[config.mk]
export PLATFORM = sky130hd
export DESIGN_NAME = id_stage_pipe
export DESIGN_NICKNAME = d
export VERILOG_FILES = /design/src/rtl/id_stage_pipe.sv
export SDC_FILE = /design/constraint.sdc
export NUM_CORES = 2
export LEC_CHECK = 0
export CORE_AREA = 2 2 449 451
export DETAILED_ROUTE_END_ITERATION = 16
export DIE_AREA = 0 0 451 453
export HOLD_SLACK_MARGIN = 0.05
export MAX_ROUTING_LAYER = met4
export SYNTH_ARGS = -nofsm -noshare
export SYNTH_HDL_FRONTEND = slang
export SYNTH_SLANG_ARGS = --single-unit
[constraint.sdc]
create_clock -name clk -period 2.7 [get_ports clk]
set_clock_uncertainty 0.1 [all_clocks]
set_input_delay 0.27 -clock clk [delete_from_list [all_inputs] [get_ports clk]]
set_output_delay 0.27 -clock clk [all_outputs]
set_load 0.005 [all_outputs]
[src/rtl/id_stage_pipe.sv]
`default_nettype none
// ============================================================================
//  Module      : id_stage_pipe
//  Description : Instruction-decode stage with register file, load-use hazard
//                detection, optional WB-to-ID bypass and the ID/EX pipeline
//                register.
//  Ports       : clk, rst_n (async, active-low)
//                if_valid/pc_if/instr_if : instruction held in IF/ID
//                flush                   : squash the ID contents
//                wb_we/wb_rd/wb_data     : register-file write port
//                id_stall                : hold PC and IF/ID (combinational)
//                ex_*                    : registered ID/EX fields
//                stall_cnt               : saturating count of stall cycles
//  Revision    : 1.0 - initial release
// ============================================================================
module id_stage_pipe #(
    parameter int XLEN   = 32,
    parameter int NREGS  = 32,
    parameter int BYPASS = 1
) (
    input  logic                     clk,
    input  logic                     rst_n,
    input  logic                     if_valid,
    input  logic [XLEN-1:0]          pc_if,
    input  logic [31:0]              instr_if,
    input  logic                     flush,
    input  logic                     wb_we,
    input  logic [$clog2(NREGS)-1:0] wb_rd,
    input  logic [XLEN-1:0]          wb_data,
    output logic                     id_stall,
    output logic                     ex_valid,
    output logic                     ex_RegWrite,
    output logic                     ex_MemtoReg,
    output logic                     ex_MemRead,
    output logic                     ex_MemWrite,
    output logic                     ex_ALUSrc,
    output logic                     ex_Branch,
    output logic                     ex_illegal,
    output logic [1:0]               ex_ALUop,
    output logic [2:0]               ex_funct3,
    output logic                     ex_funct7b5,
    output logic [XLEN-1:0]          ex_pc,
    output logic [XLEN-1:0]          ex_imm,
    output logic [XLEN-1:0]          ex_rs1_data,
    output logic [XLEN-1:0]          ex_rs2_data,
    output logic [$clog2(NREGS)-1:0] ex_rs1,
    output logic [$clog2(NREGS)-1:0] ex_rs2,
    output logic [$clog2(NREGS)-1:0] ex_rd,
    output logic [15:0]              stall_cnt
);

    localparam int RA = $clog2(NREGS);

    localparam logic [6:0] c_op_r      = 7'b0110011;
    localparam logic [6:0] c_op_i_alu  = 7'b0010011;
    localparam logic [6:0] c_op_load   = 7'b0000011;
    localparam logic [6:0] c_op_store  = 7'b0100011;
    localparam logic [6:0] c_op_branch = 7'b1100011;

    logic [XLEN-1:0] r_regs [NREGS];

    logic [4:0]      w_rd_f, w_rs1_f, w_rs2_f;
    logic [RA-1:0]   w_rd, w_rs1, w_rs2;
    logic            w_reg_write, w_mem_to_reg, w_mem_read, w_mem_write;
    logic            w_alu_src, w_branch, w_illegal, w_use1, w_use2;
    logic [1:0]      w_alu_op;
    logic [XLEN-1:0] w_imm, w_rs1_data, w_rs2_data;
    logic            w_hazard, w_bubble;

    assign w_rd_f  = instr_if[11:7];
    assign w_rs1_f = instr_if[19:15];
    assign w_rs2_f = instr_if[24:20];
    assign w_rd    = w_rd_f[RA-1:0];
    assign w_rs1   = w_rs1_f[RA-1:0];
    assign w_rs2   = w_rs2_f[RA-1:0];

    // Opcode decode and immediate generation
    always_comb begin
        w_reg_write  = 1'b0;
        w_mem_to_reg = 1'b0;
        w_mem_read   = 1'b0;
        w_mem_write  = 1'b0;
        w_alu_src    = 1'b0;
        w_branch     = 1'b0;
        w_illegal    = 1'b0;
        w_use1       = 1'b0;
        w_use2       = 1'b0;
        w_alu_op     = 2'b00;
        w_imm        = '0;
        case (instr_if[6:0])
            c_op_r: begin
                w_reg_write = 1'b1;
                w_alu_op    = 2'b10;
                w_use1      = 1'b1;
                w_use2      = 1'b1;
            end
            c_op_i_alu: begin
                w_reg_write = 1'b1;
                w_alu_src   = 1'b1;
                w_alu_op    = 2'b11;
                w_use1      = 1'b1;
                w_imm       = {{(XLEN-12){instr_if[31]}}, instr_if[31:20]};
            end
            c_op_load: begin
                w_reg_write  = 1'b1;
                w_mem_read   = 1'b1;
                w_mem_to_reg = 1'b1;
                w_alu_src    = 1'b1;
                w_use1       = 1'b1;
                w_imm        = {{(XLEN-12){instr_if[31]}}, instr_if[31:20]};
            end
            c_op_store: begin
                w_mem_write = 1'b1;
                w_alu_src   = 1'b1;
                w_use1      = 1'b1;
                w_use2      = 1'b1;
                w_imm       = {{(XLEN-12){instr_if[31]}}, instr_if[31:25], instr_if[11:7]};
            end
            c_op_branch: begin
                w_branch = 1'b1;
                w_alu_op = 2'b01;
                w_use1   = 1'b1;
                w_use2   = 1'b1;
                w_imm    = {{(XLEN-12){instr_if[31]}}, instr_if[7], instr_if[30:25],
                            instr_if[11:8], 1'b0};
            end
            default: w_illegal = 1'b1;
        endcase

        // A 16-entry file cannot address x16..x31: any referenced field with
        // bit 4 set turns the instruction into an illegal one.
        if (NREGS == 16 && !w_illegal &&
            ((w_reg_write && w_rd_f[4]) || (w_use1 && w_rs1_f[4]) || (w_use2 && w_rs2_f[4]))) begin
            w_reg_write  = 1'b0;
            w_mem_to_reg = 1'b0;
            w_mem_read   = 1'b0;
            w_mem_write  = 1'b0;
            w_alu_src    = 1'b0;
            w_branch     = 1'b0;
            w_alu_op     = 2'b00;
            w_imm        = '0;
            w_illegal    = 1'b1;
        end
    end

    // Register reads; a same-cycle write-back is forwarded when BYPASS is set
    assign w_rs1_data = (w_rs1 == '0) ? '0 :
                        ((BYPASS != 0) && wb_we && (wb_rd == w_rs1)) ? wb_data : r_regs[w_rs1];
    assign w_rs2_data = (w_rs2 == '0) ? '0 :
                        ((BYPASS != 0) && wb_we && (wb_rd == w_rs2)) ? wb_data : r_regs[w_rs2];

    // Load-use: the load in EX has not produced its data yet
    assign w_hazard = if_valid & ex_valid & ex_MemRead & (ex_rd != '0) &
                      ((w_use1 & (ex_rd == w_rs1)) | (w_use2 & (ex_rd == w_rs2)));
    // Flush wins: the stalled instruction is wrong-path anyway
    assign id_stall = w_hazard & ~flush;
    assign w_bubble = flush | w_hazard | ~if_valid;

    always_ff @(posedge clk or negedge rst_n) begin
        if (!rst_n) begin
            for (int i = 0; i < NREGS; i++) r_regs[i] <= '0;
        end else if (wb_we && (wb_rd != '0)) begin
            r_regs[wb_rd] <= wb_data;
        end
    end

    always_ff @(posedge clk or negedge rst_n) begin
        if (!rst_n) begin
            ex_valid    <= 1'b0;
            ex_RegWrite <= 1'b0;
            ex_MemtoReg <= 1'b0;
            ex_MemRead  <= 1'b0;
            ex_MemWrite <= 1'b0;
            ex_ALUSrc   <= 1'b0;
            ex_Branch   <= 1'b0;
            ex_illegal  <= 1'b0;
            ex_ALUop    <= 2'b00;
            ex_funct3   <= 3'b000;
            ex_funct7b5 <= 1'b0;
            ex_pc       <= '0;
            ex_imm      <= '0;
            ex_rs1_data <= '0;
            ex_rs2_data <= '0;
            ex_rs1      <= '0;
            ex_rs2      <= '0;
            ex_rd       <= '0;
        end else begin
            ex_valid    <= ~w_bubble;
            ex_RegWrite <= ~w_bubble & w_reg_write;
            ex_MemtoReg <= ~w_bubble & w_mem_to_reg;
            ex_MemRead  <= ~w_bubble & w_mem_read;
            ex_MemWrite <= ~w_bubble & w_mem_write;
            ex_ALUSrc   <= ~w_bubble & w_alu_src;
            ex_Branch   <= ~w_bubble & w_branch;
            ex_illegal  <= ~w_bubble & w_illegal;
            ex_ALUop    <= w_bubble ? 2'b00 : w_alu_op;
            // Data fields are don't-care in a bubble; load them unconditionally
            ex_funct3   <= instr_if[14:12];
            ex_funct7b5 <= instr_if[30];
            ex_pc       <= pc_if;
            ex_imm      <= w_imm;
            ex_rs1_data <= w_rs1_data;
            ex_rs2_data <= w_rs2_data;
            ex_rs1      <= w_rs1;
            ex_rs2      <= w_rs2;
            ex_rd       <= w_rd;
        end
    end

    always_ff @(posedge clk or negedge rst_n) begin
        if (!rst_n) begin
            stall_cnt <= 16'h0000;
        end else if (id_stall && (stall_cnt != 16'hFFFF)) begin
            stall_cnt <= stall_cnt + 16'h0001;
        end
    end

endmodule
`default_nettype wire
-- Word-level counts from Yosys, hierarchy flattened
Cells that the tools add are included.
- bits in registers: 1196
- input bits: 106
- output and inout bits: 174
- $add $sub $neg: 1
- order comparisons: 4
- eq/ne operators: 10
- mux-type cells: 24
- bitwise logic cells: 22
- reduce and logical (&&, ||, !) cells: 14
- operators with widths (operator ; count):
    1024-bit bitwise mux ; 1
    32-bit binary-select mux with 5-bit select ; 2
    32-bit 2-to-1 mux ; 9
    32-bit demux with 5-bit select ; 1
    32-bit case mux with 3 select lines ; 1
    5-bit equality test ; 4
    6-bit greater-or-equal comparator (second input constant) ; 3
    5-bit NOT with 6-bit output ; 3
    16-bit by 1-bit adder with 16-bit output (second input constant) ; 1
    16-bit inequality test (second input constant) ; 1
    7-bit by 6-bit equality test with 1-bit output (second input constant) ; 2
    1-bit bitwise AND ; 13
    5-bit zero test ; 2
    5-bit nonzero test ; 2
    3-bit OR reduction ; 3
    1-bit 2-to-1 mux ; 8
    7-bit by 2-bit equality test with 1-bit output (second input constant) ; 1
    7-bit by 5-bit equality test with 1-bit output (second input constant) ; 1
    7-bit equality test (second input constant) ; 1
    6-bit by 1-bit < comparator with 1-bit output (second input constant) ; 1
    2-bit case mux with 3 select lines ; 1
    1-bit logical AND ; 5
    5-bit OR reduction ; 1
    1-bit NOT ; 3
    other kinds (3) ; 5

-- Longest topological paths before layout
- depth in word-level cells: 10
- depth in mapped cells: 9
- depth with buffers taken out: 6

-- Worst setup path after synthesis
Ideal clock, no wire load.
- path kind: input to register
- start point: input instr_if[17]
- end point: register ex_rs1_data[6]
- setup time: 0.122 ns
- arrival: 1.837 ns
- data required time: 2.478 ns
- slack: 0.642 ns
- stages on the path: 7
- path buffers: 3
- path through: buf_2 -> clkbuf_1 -> clkbuf_1 -> mux4_2 -> a22oi_1 -> nand2_1 -> a32o_1
- cells in the longest elaborated chain, start to end: 6
- elaborated cells on any way between the ends: 9
- classes of those cells: eq/ne (1); mux (5); bitwise (1); reduce/logical (2)
- RTL lines (element ; line ; source):
    from (decl) ; 25 ; input logic [31:0] instr_if,
    5-bit NOT with 6-bit output (implied by the code) ; 148 ; ((BYPASS != 0) && wb_we && (wb_rd == w_rs1)) ? wb_data : r_regs[w_rs1];
    32-bit binary-select mux with 5-bit select ; 148 ;
    32-bit 2-to-1 mux (implied by the code) (2 in series) ; 148 ;
    32-bit 2-to-1 mux ; 148 ;
    32-bit 2-to-1 mux (*) ; 147 ; assign w_rs1_data = (w_rs1 == '0) ? '0 :
    named net w_rs1_data[6] ; 67 ; logic [XLEN-1:0] w_imm, w_rs1_data, w_rs2_data;
    to (signal assigned) ; 202 ; ex_rs1_data <= w_rs1_data;
    to (decl) ; 44 ; output logic [XLEN-1:0] ex_rs1_data,
Mark *: on every way through the listed nets, which the timed path passes. The rest lies on a longest branch. The select of a mux whose other input is x is not followed.
A chain may end at the register's enable or synchronous reset.

-- Final worst setup path
- start point: register ex_rd[1]
- end point: output id_stall
- cells in the longest elaborated chain, start to end: 5
- elaborated cells on any way between the ends: 9
- classes of those cells: eq/ne (2); bitwise (6); reduce/logical (1)
- RTL lines (element ; line ; source):
    from (decl) ; 48 ; output logic [$clog2(NREGS)-1:0] ex_rd,
    from (signal assigned) ; 206 ; ex_rd <= w_rd;
    5-bit equality test ; 154 ; ((w_use1 & (ex_rd == w_rs1)) | (w_use2 & (ex_rd == w_rs2)));
    1-bit bitwise AND ; 154 ;
    1-bit OR ; 154 ;
    1-bit bitwise AND (*) ; 153 ; assign w_hazard = if_valid & ex_valid & ex_MemRead & (ex_rd != '0) &
    1-bit bitwise AND (*) ; 156 ; assign id_stall = w_hazard & ~flush;
    to (decl) ; 30 ; output logic id_stall,
Mark *: on every way between the ends. The rest lies on a longest branch, timed or not.

==> flow_summary.yaml <==
drt:
  post_drt_wl_per_cell_um: 29.3
  drc: 0
  ant_nets: 0
  via_count: 40521
  route.final.wire_length_um: 212000
  drt-pass1-iter-count: 5
  dr_iter_0_viols: 3758
  vias_per_cell: 5.61
grt:
  globalRouteMet3Util: 0.0398
  antenna_violations_before_repair: 17
  met1_track_demand_over_resource: 0.268
  busiest_layer: "met2"
  globalRouteOverflowTotal: 0
  via_count_of_the_first_global_routing_pass: 41547
  globalRouteMet2Util: 0.330
  grtUsageTotal: 0.211
  wire_length_of_the_first_global_routing_pass_um: 306000
  grt_max_degree: 118
logic_synthesis:
  post_synth_num_cell_types: 56
  netlist_instances: 4089
  yosys_warnings: 0
  post-synth-top-area-fraction: 0.496
  post_synth_top_flop: "sky130_fd_sc_hd__dfrtp_1"
  synth_seq_area_share: 0.496
  cell_area_after_technology_mapping_um2: 59400
  synth_top_family_by_area: "multiplexers"
  synth_top_area_cell: "sky130_fd_sc_hd__dfrtp_1"
  yosys-mux-area-fraction: 0.380
  compound_cell_area_share_of_the_yosys_netlist: 0.0579
  synth_fp_nets: 4196
  post_synth_fa_ha_maj_area_fraction: 0.000211
  ys_top_cells_by_area: "sky130_fd_sc_hd__dfrtp_1 50%, sky130_fd_sc_hd__mux2_2 19%, sky130_fd_sc_hd__mux4_2 15%, sky130_fd_sc_hd__mux2i_1 4.5%, sky130_fd_sc_hd__a22oi_1 1.6%"
  number_of_flops_mapped_to_enable_cells_by_yosys: 0
  ys_ff_latch: 1177
  synth-async-reset-ratio: 1.00
  syn_avg_cell_area_um2: 14.5
  synth_xor_xnor_area_share: 0.00501
  synth_simple_gate_area_share: 0.0232
floorplanning:
  rows: 164
  die_area_um2: 204000
  chipWidth_um: 451
  core_area_um2: 199000
  initial_utilization: 0.298
  ioPinCount: 280
  die_y_um: 453
cells_and_area:
  mostFrequentLayoutCells: "1,175 x sky130_fd_sc_hd__dfrtp_1, 995 x sky130_fd_sc_hd__mux2_2, 383 x sky130_fd_sc_hd__mux4_2, 269 x sky130_fd_sc_hd__mux2i_1, 267 x sky130_fd_sc_hd__clkdlybuf4s50_1"
  finalNetCount: 4557
  post-route-cell-area_um2: 72800
  layout.filler_cells: 18824
  finish.cell_count_without_fillers: 7218
  synthToLayoutAreaGrowth_pct: 22.6
  final_core_utilization: 0.366
  leading_cell_type_in_the_layout_fill_and_taps_excluded: "sky130_fd_sc_hd__dfrtp_1"
  drive_above_1_share: 0.445
setup_path:
  worst_r2r_path_depth: 9
  setup.worst_path.class: "reg2out"
  setup.worst_path.end: "id_stall"
  wp_data_required_ps: 2330
  setup.worst_path.end_class: "output pin"
  critPathLaunch: "ex_rd[1]"
  cp_data_arrival_time_ps: 2280
  cp_max_fo: 4
  worst_r2r_endpoint: "stall_cnt[12]"
  worst_setup_path_start_kind: "flip-flop"
  regToRegStartpoint: "ex_rd[1]"
  worst-r2r-setup-slack_ps: 330
power:
  standby_leakage_power_nw: 31.2
  max-vdd-ir-drop_mv: 0.793
  power_density_nw_per_um2: 708
  finalPower_mw: 51.5
clocking:
  clkTransAtPathRegs_ps: 50
  cts.sink_count: 1177
  root_buffer: "sky130_fd_sc_hd__clkbuf_16"
  htreeDepth: 4
  clock_tree.buffer_depth: 3
  clock_insertion_delay_worst_skew_ps: 800
  cts_buf_count: 134
  cts_tree: "done"
placement:
  place.detailed.instances: 6904
  place_hpwl_um: 134000
  count_of_input_and_output_buffers: 279
  postPlaceCellArea_um2: 67700
  place_congestion: 0.843
sta:
  hold_viol_final: 0
  period_needed_ps: 2650
  maxClockFrequency_mhz: 378
  grt_setup_unrepaired: "true"
  final-max-slew-violation-count: 0
  worst_margin_pin_slew_ps: 1090
  finalSetupViolCount: 0
  timing.hold.ws_ps: 157
  fin_crit_sh: 0.981
  slew_headroom: 0.273
run_status:
  outcome: "finished, final reports clean"
run:
  timing.max_cap.violations: 0
hold_path:
  min-delay-path-class: "in2reg"
  hp-start: "instr_if[6]"
==> worst max-delay path, cell delays in order (launching register included) <==
cell                       delay (ps)
sky130_fd_sc_hd__dfrtp_2          430
sky130_fd_sc_hd__buf_4            140
sky130_fd_sc_hd__xnor2_1          160
sky130_fd_sc_hd__nand4_1          130
sky130_fd_sc_hd__nor4_2           230
sky130_fd_sc_hd__o211ai_2         190
sky130_fd_sc_hd__inv_1            100
sky130_fd_sc_hd__buf_2            110
==> cell type report <==
type | count | area, um2 | area share
multi-input cells | 2435 | 28000 | 0.384
diodes | 9 | 22.5 | 0.000309
flip-flops and latches | 1177 | 29500 | 0.404
repair buffers | 699 | 7630 | 0.105
inverters | 3 | 11.3 | 0.000155
clock buffers | 193 | 3860 | 0.0531
clock inverters | 46 | 553 | 0.00759
well taps | 2656 | 3320 | 0.0456
==> sequential cells by signal, summed over array words and instances, names as in the netlist <==
register,flops
ex_Branch,1
ex_rd,5
ex_rs1,5
ex_pc,32
ex_MemRead,1
ex_rs2,5
ex_rs2_data,32
ex_valid,1
ex_funct3,3
ex_RegWrite,1
r_regs,1024
ex_MemWrite,1
ex_imm,13
ex_funct7b5,1
stall_cnt,16
ex_ALUop,2
ex_rs1_data,32
ex_ALUSrc,1
ex_illegal,1
==> cell usage after synthesis, types with 9 or more instances <==
cell,count
sky130_fd_sc_hd__dfrtp_1,1177
sky130_fd_sc_hd__mux2_2,995
sky130_fd_sc_hd__mux4_2,383
sky130_fd_sc_hd__mux2i_1,269
sky130_fd_sc_hd__clkbuf_1,217
sky130_fd_sc_hd__nand2_1,149
sky130_fd_sc_hd__buf_2,136
sky130_fd_sc_hd__a22oi_1,128
sky130_fd_sc_hd__a21oi_1,63
sky130_fd_sc_hd__a32o_1,63
sky130_fd_sc_hd__a211oi_1,57
sky130_fd_sc_hd__buf_4,57
sky130_fd_sc_hd__o22ai_1,56
sky130_fd_sc_hd__buf_1,55
sky130_fd_sc_hd__o221ai_1,48
sky130_fd_sc_hd__nor2_1,34
sky130_fd_sc_hd__xor2_1,25
sky130_fd_sc_hd__o211ai_1,19
sky130_fd_sc_hd__nand3_1,18
sky130_fd_sc_hd__nor2b_1,14
sky130_fd_sc_hd__and2_1,10
sky130_fd_sc_hd__nor3_1,10
sky130_fd_sc_hd__xnor2_1,9
==> layer usage <==
layer | wire length [um] | vias up | part of all wire
met5 | 0 | - | 0
met4 | 8970 | 0 | 0.042
met3 | 15100 | 445 | 0.071
met2 | 101000 | 1844 | 0.48
met1 | 86400 | 21846 | 0.41
li1 | - | 16386 | -
==> worst min path at each step <==
stage / to / slack [ps] / cells after the start
2_1_floorplan: ex_ALUSrc / -130 / 0
3_3_place_gp: r_regs[833] / 120 / 1
3_5_place_dp: r_regs[833] / 120 / 1
4_1_cts: ex_illegal / 90 / 4
5_1_grt: ex_rs1[2] / 150 / 2
6_report: ex_imm[0] / 160 / 3
==> stage by stage <==
stage | worst slack [ps] | TNS [ps]
3_3_place_gp | -103 | -1660
2_1_floorplan | 642 | 0
5_1_grt | -84.8 | -84.8
4_1_cts | 9.72 | 0
3_5_place_dp | -112 | -1690
6_report | 52.2 | 0
==> report_power, final <==
part	internal (mW)	switching (mW)	leakage, nW
sequential	20.7	2.42	15.1
combinational	5.83	4.01	14.0
clock	10.6	7.91	2.16
==> logic make-up (layout without fill, tap and decap cells) <==
group | after synthesis | in the layout
XOR/XNOR | 34 | 34
adder cells (fa/ha/maj) | 1 | 1
AND/OR/NAND/NOR | 287 | 287
buffers and inverters | 477 | 941
flip-flops | 1177 | 1177
multiplexers | 1655 | 1655
other | 0 | 9
AO/OA/AOI/OAI | 458 | 458
==> repair_timing <==
item / 4_1_cts / 5_1_grt
pin swaps: 2 / 1
setup endpoints to repair: 1 / 1
gates resized for setup: 6 / 5
hold endpoints to repair: 1237 / 0
setup buffers: 6 / 0
hold buffers: 60 / 0
gates cloned: 0 / 0
No activity file was read; power rests on OpenSTA's default activity.
